## config.mk

```make
export PLATFORM = sky130hd
export DESIGN_NAME = hazard_scoreboard
export DESIGN_NICKNAME = d
export VERILOG_FILES = /design/src/rtl/hazard_scoreboard_pkg.sv /design/src/rtl/hazard_scoreboard_reg_timer.sv /design/src/rtl/hazard_scoreboard.sv
export SDC_FILE = /design/constraint.sdc
export NUM_CORES = 1
export LEC_CHECK = 0
export CORE_MARGIN = 2
export CORE_UTILIZATION = 46
export CTS_BUF_LIST = sky130_fd_sc_hd__clkbuf_2
export CTS_CLUSTER_SIZE = 30
export DETAILED_ROUTE_END_ITERATION = 6
export PLACE_DENSITY = 0.63
export SYNTH_ARGS = -nofsm -noshare
export SYNTH_HDL_FRONTEND = slang
export SYNTH_SLANG_ARGS = --single-unit
```

## constraint.sdc

```tcl
create_clock -name clk -period 3.7 [get_ports clk]
set_input_delay 0.37 -clock clk [delete_from_list [all_inputs] [get_ports clk]]
set_output_delay 0.37 -clock clk [all_outputs]
set_load 0.01 [all_outputs]
```

## src/rtl/hazard_scoreboard_pkg.sv

```systemverilog
// Shared encodings for the hazard scoreboard: producer latency classes and stall reasons.
package hazard_scoreboard_pkg;

  localparam logic [2:0] LAT_ALU  = 3'd0;
  localparam logic [2:0] LAT_LOAD = 3'd1;
  localparam logic [2:0] LAT_MUL  = 3'd3;
  localparam logic [2:0] LAT_DIV  = 3'd7;

  typedef enum logic [1:0] {
    SR_NONE  = 2'b00,
    SR_EX    = 2'b01,
    SR_EARLY = 2'b10
  } stall_reason_e;

endpackage

```

## src/rtl/hazard_scoreboard_reg_timer.sv

```systemverilog
// Per-register countdown of cycles until a pending result becomes forwardable.
module hazard_reg_timer #(
  parameter int CNT_W    = 4,
  parameter int BR_EXTRA = 1
) (
  input  logic             clk,
  input  logic             rst,
  input  logic             load,
  input  logic [CNT_W-1:0] load_val,
  input  logic             freeze,
  output logic             busy,
  output logic             ex_haz,
  output logic             early_haz
);

  logic [CNT_W-1:0] cnt;

  // A load wins over the decrement of the same entry; freeze holds everything.
  always_ff @(posedge clk) begin
    if (rst) begin
      cnt <= '0;
    end else if (!freeze) begin
      if (load) begin
        cnt <= load_val;
      end else if (cnt != '0) begin
        cnt <= cnt - 1'b1;
      end
    end
  end

  assign busy      = (cnt != '0);
  assign early_haz = (cnt != '0);
  assign ex_haz    = (cnt > CNT_W'(BR_EXTRA));

endmodule

```

## src/rtl/hazard_scoreboard.sv

```systemverilog
// Latency-aware hazard unit: stalls ID until its source operands are forwardable.
module hazard_scoreboard
  import hazard_scoreboard_pkg::*;
#(
  parameter int NUM_REGS = 32,
  parameter int REG_AW   = 5,
  parameter int MAX_LAT  = 7,
  parameter int LAT_W    = 3,
  parameter int BR_EXTRA = 1,
  parameter int CNT_W    = 4,
  parameter int SCNT_W   = 32
) (
  input  logic                clk,
  input  logic                rst,
  input  logic                id_valid,
  input  logic [REG_AW-1:0]   id_rs1,
  input  logic                id_rs1_used,
  input  logic [REG_AW-1:0]   id_rs2,
  input  logic                id_rs2_used,
  input  logic [REG_AW-1:0]   id_rd,
  input  logic                id_reg_write,
  input  logic [LAT_W-1:0]    id_lat,
  input  logic                id_early_use,
  input  logic                flush,
  input  logic                ext_stall,
  output logic                stall,
  output logic [1:0]          stall_reason,
  output logic [NUM_REGS-1:0] busy_mask,
  output logic [SCNT_W-1:0]   stall_count
);

  logic [NUM_REGS-1:0] ex_haz_vec;
  logic [NUM_REGS-1:0] early_haz_vec;
  logic [CNT_W-1:0]    load_val;
  logic                issue;
  logic                haz1;
  logic                haz2;
  logic                hazard;
  stall_reason_e       reason;

  // Register 0 is hardwired and never tracked.
  assign busy_mask[0]     = 1'b0;
  assign ex_haz_vec[0]    = 1'b0;
  assign early_haz_vec[0] = 1'b0;

  for (genvar r = 1; r < NUM_REGS; r++) begin : g_reg
    hazard_reg_timer #(
      .CNT_W    (CNT_W),
      .BR_EXTRA (BR_EXTRA)
    ) u_timer (
      .clk       (clk),
      .rst       (rst),
      .load      (issue && (id_rd == REG_AW'(r))),
      .load_val  (load_val),
      .freeze    (ext_stall),
      .busy      (busy_mask[r]),
      .ex_haz    (ex_haz_vec[r]),
      .early_haz (early_haz_vec[r])
    );
  end

  always_comb begin
    haz1   = id_early_use ? early_haz_vec[id_rs1] : ex_haz_vec[id_rs1];
    haz2   = id_early_use ? early_haz_vec[id_rs2] : ex_haz_vec[id_rs2];
    hazard = (id_rs1_used && (id_rs1 != '0) && haz1) ||
             (id_rs2_used && (id_rs2 != '0) && haz2);
    stall  = id_valid && !flush && hazard;
    reason = SR_NONE;
    if (stall) begin
      reason = id_early_use ? SR_EARLY : SR_EX;
    end
  end

  assign stall_reason = reason;

  assign issue = id_valid && !stall && !flush && !ext_stall &&
                 id_reg_write && (id_rd != '0);

  always_comb begin
    if (int'(id_lat) > MAX_LAT) begin
      load_val = CNT_W'(MAX_LAT);
    end else begin
      load_val = CNT_W'(id_lat);
    end
    load_val = load_val + CNT_W'(BR_EXTRA);
  end

  always_ff @(posedge clk) begin
    if (rst) begin
      stall_count <= '0;
    end else if (stall && !ext_stall && (stall_count != '1)) begin
      stall_count <= stall_count + 1'b1;
    end
  end

endmodule

```

==> results of run 1 <==
[kinds of logic (layout without fill, tap and decap cells)]
group           after synthesis  after routing  synth area share (%)
mux                          52             52                 4.851
xor+xnor                      7              7                0.4735
fa+ha+maj                    94             94                 9.083
flops                       156            156                 24.12
simple gates                693            693                 30.55
buf+inv                     245            376                 8.754
compound gates              424            424                 22.14
other cells                   1              2               0.02896
[timing repair]
item,4_1_cts,5_1_grt
hold buffers,1,0
resized for setup,33,58
setup endpoints to repair,11,68
pin swaps,6,21
hold endpoints to repair,5,0
setup buffers,3,17
[worst paths after layout]
check	from	end	slack [ps]	cells after the start
max	g_reg[23].u_timer.cnt[1]	stall_reason[1]	-320	12
min	rst	stall_count[29]	70	2
max reg2reg	g_reg[11].u_timer.cnt[1]	stall_count[24]	130	13
min reg2reg	g_reg[11].u_timer.cnt[3]	g_reg[11].u_timer.cnt[3]	520	2
[Yosys cell counts, types with 12 or more instances]
cell | number | area (sq um)
a2111oi_2 | 12 | 180.2
nor2b_1 | 14 | 87.58
a22oi_1 | 23 | 172.7
ha_1 | 94 | 1176
nand2b_1 | 27 | 168.9
nor3_1 | 67 | 335.3
a221oi_1 | 13 | 113.9
clkbuf_1 | 79 | 296.5
o31ai_1 | 17 | 127.6
and3_1 | 14 | 87.58
inv_1 | 96 | 360.4
o21ai_0 | 51 | 255.2
a2111oi_1 | 17 | 170.2
buf_4 | 34 | 255.2
nor3_4 | 27 | 439.2
nand2_1 | 123 | 461.7
a21o_1 | 19 | 142.6
nor2_1 | 124 | 465.5
a21oi_1 | 147 | 735.7
dfxtp_1 | 156 | 3123
mux2i_1 | 38 | 380.4
nor3b_1 | 20 | 150.1
nor4_1 | 24 | 150.1
or3b_2 | 12 | 105.1
a31oi_1 | 38 | 237.7
nand3_1 | 106 | 530.5
buf_2 | 19 | 95.09
or3_1 | 82 | 513.0
a211oi_1 | 13 | 97.59
[area by class of cell]
cell class,instances,share of cell area [%]
inverters,97,2.401
repair buffers,248,14.24
diodes,1,0.01633
multi-input cells,1271,58.27
clock inverters,14,0.8821
well taps,378,3.087
flip-flops and latches,156,20.55
clock buffers,17,0.5554
[through the flow]
stage	worst slack, ps	instance area, sq um	power [mW]
after detailed placement	-209.0	14700	12.72
after CTS	-472.2	15020	13.94
after global placement	-225.6	14700	12.61
after floorplan	345.4	12950	9.416
final	-318.7	15320	14.37
after global routing	-444.4	15320	15.46
[power groups by stage]
stage	clock network [mW]	registers [mW]	logic [mW]
4_1_cts	1.03	2.90	10.0
2_1_floorplan	0	2.78	6.63
6_report	1.00	2.94	10.4
3_3_place_gp	0	2.91	9.70
3_5_place_dp	0	2.92	9.80
5_1_grt	1.09	3.03	11.3
[critical path: stages (launching register included)]
cell and delay (ps):
dfxtp_2 400, inv_2 80, ha_4 140, or3b_4 410, mux2_4 280, o311a_1 300, o41ai_2 60, a211oi_2 70
o32a_2 380, or2_4 260, and3b_1 180, and2_1 130, buf_2 130
[flip-flops by register name, summed over array words and instances, names as in the netlist]
name           count
stall_count       32
g.u_timer.cnt    124
[routing by layer]
metal	track usage (%)	vias up	share of wire, %
li1	-	6337	-
met1	38.11	6291	46
met2	44.74	365	46
met3	4.533	50	5.7
met4	8.221	0	2.1
met5	0	-	0
==> impl_results.md, run 1 <==
- Status: complete, but fails checks
- Failing checks: DRC, setup timing
- Iter 0 DRT Violations: approximately 1.2k
- Overflow after GRT: 0
- Vias/cell: 5.978
- Yosys reg bits: about 160
- Commonest non-fill, non-tap cells in the layout: a21oi_1, buf_4, dfxtp_1, nor2_1, nand2_1
- Die height: about 170 um
- Syn nets: about 1.8k
- Area growth syn-to-layout: 18.31%
- Clock insertion delay at the later pin of the skew report: a little over 800 ps
- Drt pass-1 iters: 7
- CP Launch Type: flip-flop
- Hold Fails Final Rpt: 0
- # setup viols final: 3
- Max-slew headroom: about 42%
- Non-filler instance count after layout: roughly 2.2k
- CTS Buf Count: 17
- RSZ-0062 raised after global routing: yes
- WP data required: 3330 ps
- Leakage: between 5 and 6 nW
- Nets: ~1.9k
- CTS tree: built
- Initial antenna violation count: 1
- HP Class: in2reg
- TNS Setup: -828.3 ps
- Seq/Total Area, Yosys: between 20% and 30%
- Synth Flop Type: dfxtp_1
- Core area: about 28,000 sq um
- Port Buffers: 92
- RD Place Congestion: 0.9607
- Clock root cell: clkbuf_2
- All-layer global routing usage: around 28%
- Crit Path Class: reg2out
- Tmin final: 4019 ps
- CP endpoint kind: output pin
- Combinational share of power: between 70 and 80%
- Area of the multi-input gates: between 8000 and 9000 sq um
- Clk_skew: 84.19 ps
- Synth Cell Area: around 13,000 sq um
- Post-synth EDFFs: 0
- DP Wirelength: ~30,000 um
- Critical Path AT: 3650 ps
- DRT antenna net count: 0
- Pint: ~7.5 mW
- Synth warnings: 0
- FFs w/ async S/R, synth: 0%
- Die X: roughly 170 um
- Die area: 29,510 sq um
- WL/cell: roughly 19 um
- Switching pwr: ~7 mW
- Max clock buf depth: 2
- Mapped Cells: ~1.7k
- Syn Area/Cell: 7.744 sq um
- Reg clk slew, reported paths: roughly 320 ps
- Final core occ: 55.14%
- Boundary Pins: 94
- Row cnt: 61
- First-pass GRT wire length: between 60,000 and 70,000 um
- Yosys cell types: 78
- Switching share of power: 47.90%
- Initial Util: between 40% and 50%
- Register area: 3148 sq um
- H-tree depth: 4
- WL final: ~41,000 um
- Worst Setup Slack, final: -318.7 ps
- Max Slew Vio Count: 0
- Clock sinks: 156
- Layout cells sized above 1: between 10% and 20%
- Crit share post-route: 108.6%
- Placed Cells incl. Taps: about 2.1k
- Sequential share of power: between 20% and 30%
- F_max: 248.8 MHz
- Worst vdd ir: ~0.00070 V
- # fillers: 2,692
- # DRC: 5
- Cell Pwr Density: ~940 nW/um^2
- Largest net degree at the start of global routing: between 90 and 100
- Critical path peak fanout: 3
- Vias in the first global route: roughly 12k
- Via count of the routed design: between 10k and 15k
- Clk pwr share: 7.0%
- Maxcap violations: 0
- Hold WS: approximately 73 ps
- Worst-Margin Slew: between 800 and 900 ps
No activity file was read; power rests on OpenSTA's default activity.
==> inputs of run 2 (changes only) <==
--- a/config.mk
+++ b/config.mk
@@ -5,6 +5,7 @@
 export SDC_FILE = /design/constraint.sdc
 export NUM_CORES = 1
 export LEC_CHECK = 0
+export CORE_ASPECT_RATIO = 0.6
 export CORE_MARGIN = 2
 export CORE_UTILIZATION = 46
 export CTS_BUF_LIST = sky130_fd_sc_hd__clkbuf_2
==> run 2 against run 1 <==
Compared with the run above: the flow finishes with violations (setup timing); first-iteration DRC count grew 30%; worst hold slack gained 260 ps; routed wire length grew 8.7%; critical endpoint is now stall_reason[0]; largest power group unchanged.
==> impl_results.md, run 2 (synthesis gave the netlist of run 1 again) <==
- DP Wirelength: 32,960 um (+12%)
- CTS Buf Count: 17 (unchanged)
- Worst Setup Slack, final: -424.7 ps (-106.0 ps)
- Worst-Margin Slew: 890.7 ps (+26.06 ps)
- Commonest non-fill, non-tap cells in the layout: buf_4, a21oi_1, dfxtp_1, nand2_1, nor2_1
- All-layer global routing usage: 30.59% (+2.8 points)
- Initial Util: 46.85% (+0.24 points)
- Initial antenna violation count: 3 (+2)
- Clock sinks: 156 (unchanged)
- Max-slew headroom: 40.62% (-1.7 points)
- RSZ-0062 raised after global routing: yes
- Cell Pwr Density: 944.2 nW/um^2 (+0.68%)
- Max FFs per register: 124 (unchanged)
- Row cnt: 47 (-23%)
- WP data required: 3330 ps (about the same)
- Cells along the critical path: inv_1, ha_1, or3b_2, mux2i_1, buf_4, o21ai_0, o21ai_0, o211ai_1, o31a_2, or2_4, and3b_2, and2_4, buf_6
- Max Slew Vio Count: 0 (unchanged)
- Core area: 27,640 sq um (-0.51%)
- Via count of the routed design: 13.76k (+5.5%)
- F_max: 242.4 MHz (-2.6%)
- Clk_skew: 44.49 ps (-39.70 ps)
- CP Launch Type: flip-flop
- Critical path's top delay family: simple AND/OR/NAND/NOR gates
- Reg clk slew, reported paths: 230 ps (-90 ps)
- CTS tree: built
- Clock root cell: clkbuf_2
- # DRC: 0 (-5)
- Crit share post-route: 111.5% (+2.9 points)
- Nets: 2,007 (+5.0%)
- Crit Path Class: reg2out
- Vias in the first global route: 12.42k (+6.3%)
- Clock insertion delay at the later pin of the skew report: 910 ps (+80 ps)
- # setup viols final: 3 (unchanged)
- Vias/cell: 6.066 (+1.5%)
- Tmin final: 4125 ps (+106.0 ps)
- Status: complete, but fails checks
- RD Place Congestion: 0.9840 (+2.4%)
- Largest net degree at the start of global routing: 94 (+2.2%)
- HP Class: in2reg
- # fillers: 2,521 (-6.4%)
- Boundary Pins: 94 (unchanged)
- Maxcap violations: 0 (unchanged)
- Worst vdd ir: 0.0006416 V (-7.9%)
- Hold Fails Final Rpt: 0 (unchanged)
- Max clock buf depth: 2 (unchanged)
- Area growth syn-to-layout: 25.97%
- Regs by FF count: g.u_timer.cnt: 124 flops, stall_count: 32 flops
- Iter 0 DRT Violations: 1,539 (+30%)
- Port Buffers: 92 (unchanged)
- Placed Cells incl. Taps: 2,220 (+4.2%)
- Buf/Inv on CP: 3 (+1)
- Failing checks: setup timing
- Most common cell after layout, fill and taps aside: buf_4
- Leakage: 6.132 nW (+10%)
- Layout cells sized above 1: 22.96% (+4.7 points)
- Drt pass-1 iters: 6 (-1)
- Worst path slowest cell: or3b_2
- Critical Path AT: 3750 ps (+100 ps)
- TNS Setup: -1235 ps (-406.4 ps)
- Non-filler instance count after layout: 2,269 (+4.0%)
- WL/cell: 19.86 um (+4.5%)
- Die area: 29,550 sq um (+0.15%)
- CP max stage delay: 530 ps (+120 ps)
- Die height: 134.0 um (-22%)
- WL final: 45,060 um (+8.7%)
- CP endpoint kind: output pin
- DRT antenna net count: 0 (unchanged)
- Critical path peak fanout: 3 (unchanged)
- Die X: 220.6 um (+28%)
- Overflow after GRT: 0 (unchanged)
- Most used cell, CP: o21ai_0
- First-pass GRT wire length: 70,440 um (+9.9%)
- H-tree depth: 4 (unchanged)
- Largest Register: g.u_timer.cnt
## run 2: layout make-up
class                      instances  area (sq um)  area share [%]
clock buffer                      19         95.09          0.5830
inverter                          97         365.4           2.240
tap                              367         459.2           2.815
antenna                            3         7.507         0.04602
timing repair buffer             343          3100           19.01
clock inverter                    13         171.4           1.051
sequential                       156          3147           19.29
multi-input combinational       1271          8966           54.97
## run 2: stage by stage
stage          cell area, sq um  power (mW)  utilization, %  hold slack, ps  setup WS, ps
2_1_floorplan             12950       9.416               -           473.7         345.4
3_3_place_gp              15570       13.15           56.35           489.1        -408.7
3_5_place_dp              15570       13.32           56.35           488.8        -438.8
4_1_cts                   16050       14.78           58.09           282.2        -517.6
5_1_grt                   16310       16.46           59.00           332.0        -532.8
6_report                  16310       15.40           59.02           333.1        -424.7
## run 2: final timing paths
kind | endpoint | from | depth (start not counted) | slack (ps)
max | stall_reason[0] | g_reg[7].u_timer.cnt[0] | 13 | -420
min | g_reg[31].u_timer.cnt[2] | id_lat[2] | 4 | 330
max reg2reg | stall_count[16] | g_reg[14].u_timer.cnt[0] | 16 | 130
min reg2reg | stall_count[5] | stall_count[5] | 2 | 520
## run 2: power by group
part	switching [mW]	leakage [nW]	internal (mW)
clock	0.709	0.161	0.444
combinational	6.04	4.69	5.32
sequential	0.603	1.28	2.29
## run 2: what timing repair did
action | CTS | global route
pin swaps | 10 | 9
buffers inserted | 5 | 5
hold endpoints to repair | 44 | 0
resized for setup | 63 | 50
gates cloned | 0 | 2
endpoints found under the setup margin | 98 | 159
hold buffers | 2 | 0
## run 2: tightest hold or removal path: stages
cell             delay [ps]
clkdlybuf4s50_1         520
xor2_1                  100
mux2i_1                 140
a21oi_1                  80
## run 2: layer usage
metal / GRT usage (%) / vias up / share of wire [%]
li1: - / 6541 / -
met5: 0 / - / 0
met2: 41.31 / 595 / 40
met3: 7.075 / 45 / 11
met4: 7.519 / 0 / 1.4
met1: 47.79 / 6582 / 48
==> inputs of run 3 (changes only) <==
--- a/config.mk
+++ b/config.mk
@@ -9,6 +9,7 @@
 export CORE_MARGIN = 2
 export CORE_UTILIZATION = 46
 export CTS_BUF_LIST = sky130_fd_sc_hd__clkbuf_2
+export CTS_CLUSTER_DIAMETER = 30
 export CTS_CLUSTER_SIZE = 30
 export DETAILED_ROUTE_END_ITERATION = 6
 export PLACE_DENSITY = 0.63
==> results of run 3 <==
The final DEF is identical to that of run 2; final timing and power are the same.
